## config.mk

```make
export PLATFORM = sky130hd
export DESIGN_NAME = uart_cmd_decoder
export DESIGN_NICKNAME = d
export VERILOG_FILES = /design/src/rtl/sys_ctrl_pkg.sv /design/src/rtl/uart_cmd_decoder.sv
export SDC_FILE = /design/constraint.sdc
export NUM_CORES = 1
export LEC_CHECK = 0
export BUFFER_PORTS_ARGS = -buffer_cell sky130_fd_sc_hd__buf_4
export CAP_MARGIN = 10
export CORE_UTILIZATION = 47
export DETAILED_ROUTE_END_ITERATION = 6
export PLACE_DENSITY = 0.81
export SETUP_SLACK_MARGIN = 0.15
export SLEW_MARGIN = 20
export SYNTH_ARGS = -nofsm -noshare
export SYNTH_HDL_FRONTEND = slang
export SYNTH_SLANG_ARGS = --single-unit
```

## constraint.sdc

```tcl
create_clock -name CLK -period 1.85 [get_ports CLK]
set_input_delay 0.37 -clock CLK [delete_from_list [all_inputs] [get_ports CLK]]
set_output_delay 0.37 -clock CLK [all_outputs]
set_load 0.02 [all_outputs]
```

## src/rtl/sys_ctrl_pkg.sv

```systemverilog
// Shared constants for the system-control path: UART command codes and the
// command decoder state encoding.
package sys_ctrl_pkg;

  localparam logic [7:0] CMD_WR_CODE = 8'hAA;
  localparam logic [7:0] CMD_RD_CODE = 8'hBB;

  typedef enum logic [2:0] {
    ST_IDLE    = 3'd0,
    ST_WR_ADDR = 3'd1,
    ST_WR_DATA = 3'd2,
    ST_RD_ADDR = 3'd3,
    ST_RD_WAIT = 3'd4,
    ST_RD_SEND = 3'd5
  } state_e;

endpackage

```

## src/rtl/uart_cmd_decoder.sv

```systemverilog
// UART command decoder: turns received byte sequences into register-file
// write/read strobes and forwards read responses to the TX FIFO.
module uart_cmd_decoder
  import sys_ctrl_pkg::*;
#(
  parameter int                    DATA_WIDTH = 8,
  parameter int                    ADDR_WIDTH = 4,
  parameter logic [DATA_WIDTH-1:0] CMD_WR     = DATA_WIDTH'(CMD_WR_CODE),
  parameter logic [DATA_WIDTH-1:0] CMD_RD     = DATA_WIDTH'(CMD_RD_CODE)
) (
  input  logic                  CLK,
  input  logic                  RST,
  input  logic [DATA_WIDTH-1:0] RX_P_DATA,
  input  logic                  RX_D_VLD,
  input  logic                  PAR_ERR,
  input  logic                  STP_ERR,
  input  logic [DATA_WIDTH-1:0] RF_RdData,
  input  logic                  RF_RdData_VLD,
  input  logic                  FIFO_FULL,
  output logic [ADDR_WIDTH-1:0] RF_Address,
  output logic                  RF_WrEn,
  output logic                  RF_RdEn,
  output logic [DATA_WIDTH-1:0] RF_WrData,
  output logic [DATA_WIDTH-1:0] TX_P_DATA,
  output logic                  TX_D_VLD,
  output logic                  CMD_ERR
);

  state_e                  state_q, state_d;
  logic [ADDR_WIDTH-1:0]   addr_q, addr_d;
  logic [DATA_WIDTH-1:0]   wr_data_q, wr_data_d;
  logic [DATA_WIDTH-1:0]   tx_data_q, tx_data_d;
  logic                    wr_en_q, wr_en_d;
  logic                    rd_en_q, rd_en_d;
  logic                    tx_vld_q, tx_vld_d;
  logic                    cmd_err_q, cmd_err_d;
  logic                    rx_acc;
  logic                    rx_bad;

  assign rx_acc = RX_D_VLD & ~PAR_ERR & ~STP_ERR;
  assign rx_bad = RX_D_VLD & (PAR_ERR | STP_ERR);

  always_comb begin
    state_d   = state_q;
    addr_d    = addr_q;
    wr_data_d = wr_data_q;
    tx_data_d = tx_data_q;
    wr_en_d   = 1'b0;
    rd_en_d   = 1'b0;
    tx_vld_d  = 1'b0;
    cmd_err_d = 1'b0;

    // A corrupted byte aborts whatever is in flight, including a pending read.
    if (rx_bad) begin
      cmd_err_d = 1'b1;
      state_d   = ST_IDLE;
    end else begin
      case (state_q)
        ST_IDLE: begin
          if (rx_acc) begin
            if (RX_P_DATA == CMD_WR)      state_d   = ST_WR_ADDR;
            else if (RX_P_DATA == CMD_RD) state_d   = ST_RD_ADDR;
            else                          cmd_err_d = 1'b1;
          end
        end
        ST_WR_ADDR: begin
          if (rx_acc) begin
            addr_d  = RX_P_DATA[ADDR_WIDTH-1:0];
            state_d = ST_WR_DATA;
          end
        end
        ST_WR_DATA: begin
          if (rx_acc) begin
            wr_en_d   = 1'b1;
            wr_data_d = RX_P_DATA;
            state_d   = ST_IDLE;
          end
        end
        ST_RD_ADDR: begin
          if (rx_acc) begin
            addr_d  = RX_P_DATA[ADDR_WIDTH-1:0];
            rd_en_d = 1'b1;
            state_d = ST_RD_WAIT;
          end
        end
        // While a read is outstanding, new bytes are rejected but the read goes on.
        ST_RD_WAIT: begin
          cmd_err_d = rx_acc;
          if (RF_RdData_VLD) begin
            tx_data_d = RF_RdData;
            state_d   = ST_RD_SEND;
          end
        end
        ST_RD_SEND: begin
          cmd_err_d = rx_acc;
          if (!FIFO_FULL) begin
            tx_vld_d = 1'b1;
            state_d  = ST_IDLE;
          end
        end
        default: state_d = ST_IDLE;
      endcase
    end
  end

  always_ff @(posedge CLK or posedge RST) begin
    if (RST) begin
      state_q   <= ST_IDLE;
      addr_q    <= '0;
      wr_data_q <= '0;
      tx_data_q <= '0;
      wr_en_q   <= 1'b0;
      rd_en_q   <= 1'b0;
      tx_vld_q  <= 1'b0;
      cmd_err_q <= 1'b0;
    end else begin
      state_q   <= state_d;
      addr_q    <= addr_d;
      wr_data_q <= wr_data_d;
      tx_data_q <= tx_data_d;
      wr_en_q   <= wr_en_d;
      rd_en_q   <= rd_en_d;
      tx_vld_q  <= tx_vld_d;
      cmd_err_q <= cmd_err_d;
    end
  end

  assign RF_Address = addr_q;
  assign RF_WrEn    = wr_en_q;
  assign RF_RdEn    = rd_en_q;
  assign RF_WrData  = wr_data_q;
  assign TX_P_DATA  = tx_data_q;
  assign TX_D_VLD   = tx_vld_q;
  assign CMD_ERR    = cmd_err_q;

endmodule

```

==> impl_metrics.prom <==
# TYPE chip_impl_metric gauge
chip_impl_info{name="status",value="finished clean"} 1
chip_impl_metric{name="grt_max_degree",unit=""} 28
chip_impl_metric{name="totalNegativeSetupSlack",unit="ns"} 0
chip_impl_info{name="cts_tree",value="done"} 1
chip_impl_metric{name="avgViaCountPerCell",unit=""} 5.33
chip_impl_metric{name="clk_pin_slew",unit="ns"} 0.15
chip_impl_metric{name="synth.avg_cell_area",unit="um2"} 13.6
chip_impl_metric{name="chipWidth",unit="um"} 52.4
chip_impl_metric{name="number_of_global_route_vias_before_repair",unit=""} 875
chip_impl_metric{name="post-route-cell-area",unit="um2"} 1600
chip_impl_metric{name="die_h",unit="um"} 52.4
chip_impl_metric{name="synth-warning-count",unit=""} 0
chip_impl_metric{name="largest_buffer_count_on_any_clock_path",unit=""} 2
chip_impl_metric{name="tightest_slew",unit="ns"} 0.346
chip_impl_metric{name="numPlacedInstances",unit=""} 161
chip_impl_metric{name="dieArea",unit="um2"} 2750
chip_impl_info{name="worst_setup_path_end_kind",value="register"} 1
chip_impl_info{name="netlist_top_cells_area",value="dfrtp_1 57%, mux2_2 11%, mux2_1 7.5%"} 1
chip_impl_metric{name="effective_utilization_at_floorplan",unit="%"} 52.0
chip_impl_metric{name="route.detailed.drc",unit=""} 0
chip_impl_info{name="largest_area_contributor_in_the_synthesized_netlist",value="dfrtp_1"} 1
chip_impl_info{name="post-synth-top-count-cell",value="dfrtp_1"} 1
chip_impl_metric{name="initial_antenna_violation_count",unit=""} 0
chip_impl_info{name="most_frequent_cells_after_synthesis",value="27 x dfrtp_1, 12 x mux2_2, 8 x mux2_1"} 1
chip_impl_metric{name="worst_ep_required_time",unit="ns"} 2.07
chip_impl_metric{name="finish.cell_count_without_fillers",unit=""} 165
chip_impl_metric{name="placementRows",unit=""} 17
chip_impl_metric{name="detailed_route_iter0_violations",unit=""} 13
chip_impl_info{name="crit_type",value="reg2reg"} 1
chip_impl_metric{name="globalRoute.totalOverflow",unit=""} 0
chip_impl_metric{name="max-slew-margin-rel",unit="%"} 76.8
chip_impl_metric{name="hold_violations",unit=""} 0
chip_impl_metric{name="synth-seq-cells",unit=""} 27
chip_impl_metric{name="timing.max_cap.violations",unit=""} 0
chip_impl_metric{name="p_per_area",unit="nW/um2"} 827
chip_impl_metric{name="fin_total_pwr",unit="mW"} 1.32
chip_impl_metric{name="post_dp_cell_area",unit="um2"} 1570
chip_impl_metric{name="gp_congestion",unit=""} 0.745
chip_impl_metric{name="arrival",unit="ns"} 1.73
chip_impl_metric{name="route.final.wire_length",unit="mm"} 2.53
chip_impl_metric{name="h-tree-depth",unit=""} 1
chip_impl_metric{name="route.detailed.wl_per_inst",unit="um"} 15.3
chip_impl_metric{name="syn_to_final_growth",unit="%"} 33.9
chip_impl_metric{name="ys_async_sr_fraction",unit="%"} 100
chip_impl_metric{name="worst_ir_drop_vdd",unit="mV"} 0.683
chip_impl_metric{name="synth-edff-count",unit=""} 0
chip_impl_info{name="synth_top_flop_cell",value="dfrtp_1"} 1
chip_impl_metric{name="synth_nets",unit=""} 111
chip_impl_metric{name="finalClockSkew",unit="ns"} 0.00636
chip_impl_info{name="cts-root-buf",value="clkbuf_4"} 1
chip_impl_metric{name="floorplan.io_pins",unit=""} 47
chip_impl_info{name="rsz0062_at_grt",value="no"} 1
chip_impl_metric{name="nNetsFinal",unit=""} 161
chip_impl_metric{name="dp_hpwl",unit="mm"} 1.97
chip_impl_metric{name="post_cts_resize_count",unit=""} 0
chip_impl_metric{name="cts_hold_buffers",unit=""} 0
chip_impl_metric{name="groute.usage.overall",unit="%"} 21.8
chip_impl_metric{name="core-area",unit="um2"} 2300
chip_impl_metric{name="synth_area",unit="um2"} 1190
chip_impl_metric{name="cts_sinks",unit=""} 27
chip_impl_metric{name="synth_largest_type_area_fraction",unit="%"} 56.6
chip_impl_metric{name="synth-seq-area-share",unit="%"} 56.6
chip_impl_metric{name="worstPathMaxFanout",unit=""} 8
chip_impl_metric{name="synthCells",unit=""} 88
chip_impl_metric{name="timing.final.crit_share",unit="%"} 81.4
chip_impl_metric{name="share_of_post_route_cells_with_drive_strength_above_1",unit="%"} 50.4
chip_impl_metric{name="fill_cells",unit=""} 165
chip_impl_metric{name="setup_violations",unit=""} 0
chip_impl_metric{name="vias",unit=""} 879
chip_impl_metric{name="yosysUniqueCellTypes",unit=""} 29
chip_impl_metric{name="drt.antenna.violating_nets",unit=""} 0
chip_impl_metric{name="grt_pass1_wl",unit="mm"} 4.24
chip_impl_metric{name="drt_first_pass_iters",unit=""} 4
chip_impl_metric{name="fin_crit",unit="ns"} 1.51
chip_impl_metric{name="post-cts-setup-buffers",unit=""} 0
chip_impl_metric{name="diodes",unit=""} 0
chip_impl_metric{name="power_leakage",unit="nW"} 0.847
chip_impl_metric{name="fmax",unit="GHz"} 0.664
chip_impl_metric{name="slew_viol_final",unit=""} 0
chip_impl_info{name="holdCritPathClass",value="in2async"} 1
chip_impl_metric{name="numPortBuffers",unit=""} 46
chip_impl_metric{name="clock_latency_at_the_later_pin_of_the_worst_skew_pair",unit="ns"} 0.32
chip_impl_metric{name="cts-buffers-inserted",unit=""} 3
chip_impl_info{name="worst_setup_path_start_kind",value="register"} 1
chip_impl_metric{name="hold_ws",unit="ns"} 0.0794
-- final timing paths --
check | start | endpoint | slack (ns) | depth (start not counted)
hold / removal | RST | TX_P_DATA[7]$_DFFE_PP0P_ | 0.08 | 3
min in group CLK | RX_P_DATA[5] | RF_WrData[5]$_DFFE_PP0P_ | 0.25 | 2
max in group asynchronous | RST | TX_P_DATA[3]$_DFFE_PP0P_ | 1.51 | 3
setup / recovery | state_q[1]$_DFFE_PP0P_ | TX_P_DATA[4]$_DFFE_PP0P_ | 0.34 | 3
hold reg to reg | RF_WrData[6]$_DFFE_PP0P_ | RF_WrData[6]$_DFFE_PP0P_ | 0.51 | 1
setup reg to reg | state_q[1]$_DFFE_PP0P_ | TX_P_DATA[4]$_DFFE_PP0P_ | 0.34 | 3
-- flip-flops by register name, indices dropped and copies added, names as in the netlist --
signal and cells:
RF_Address 4, RF_WrEn 1, RF_WrData 8, TX_D_VLD 1
RF_RdEn 1, TX_P_DATA 8, state_q 3, CMD_ERR 1
-- critical path, stage by stage (launching register included) --
cell and delay, ns:
dfrtp_1 0.56, and2b_2 0.31, nand4b_4 0.17, mux2_2 0.36
-- per-stage QoR --
| step | util (%) | setup slack [ns] |
|---|---|---|
| 6_report | 69.6 | 0.344 |
| 5_1_grt | 69.6 | 0.281 |
| 4_1_cts | 69.6 | 0.354 |
| 3_5_place_dp | 68.4 | 0.360 |
| 3_3_place_gp | 68.4 | 0.415 |
| 2_1_floorplan | - | 0.507 |
-- power breakdown --
part / switching (mW) / total (mW) / internal (mW) / leakage [nW]
combinational: 0.183 / 0.357 / 0.175 / 0.468
sequential: 0.0469 / 0.707 / 0.660 / 0.363
clock: 0.173 / 0.257 / 0.0845 / 0.0150
total: 0.403 / 1.32 / 0.919 / 0.847
-- kinds of logic after synthesis --
kind of cell / Yosys count / share of synthesized area, %
muxes: 20 / 18.9
xor gates and xnor gates: 1 / 0.734
DFF: 27 / 56.6
buffers and inverters: 5 / 1.78
AOI/OAI and AO/OA: 9 / 5.77
and+or+nand+nor: 26 / 16.2
-- cells in the final DEF (no fill, tap or decap), drive strengths merged, types with 2 or more instances in the layout --
cell and n:
mux2 20, dfrtp 27, nand2b 2, nand3 2
clkbuf 4, nor2 6, a31oi 4, inv 3
buf 47, nand2 5
-- layer usage --
| layer | global-route usage [%] | vias to the layer above | wire, um |
|---|---|---|---|
| met1 | 27.2 | 436 | 1020 |
| met5 | 0 | - | 0 |
| met4 | 7.89 | 0 | 35 |
| li1 | - | 413 | - |
| met3 | 3.48 | 5 | 80 |
| met2 | 37.6 | 25 | 1390 |
-- final cells by class --
class	count	area [um2]	area share (%)
Multi-Input combinational cell	56	497	31.1
Inverter	3	11.3	0.705
Sequential cell	27	676	42.3
Tap cell	28	35.0	2.19
Clock buffer	4	26.3	1.64
Timing Repair Buffer	47	353	22.1
(Power assumes the default switching activity.)
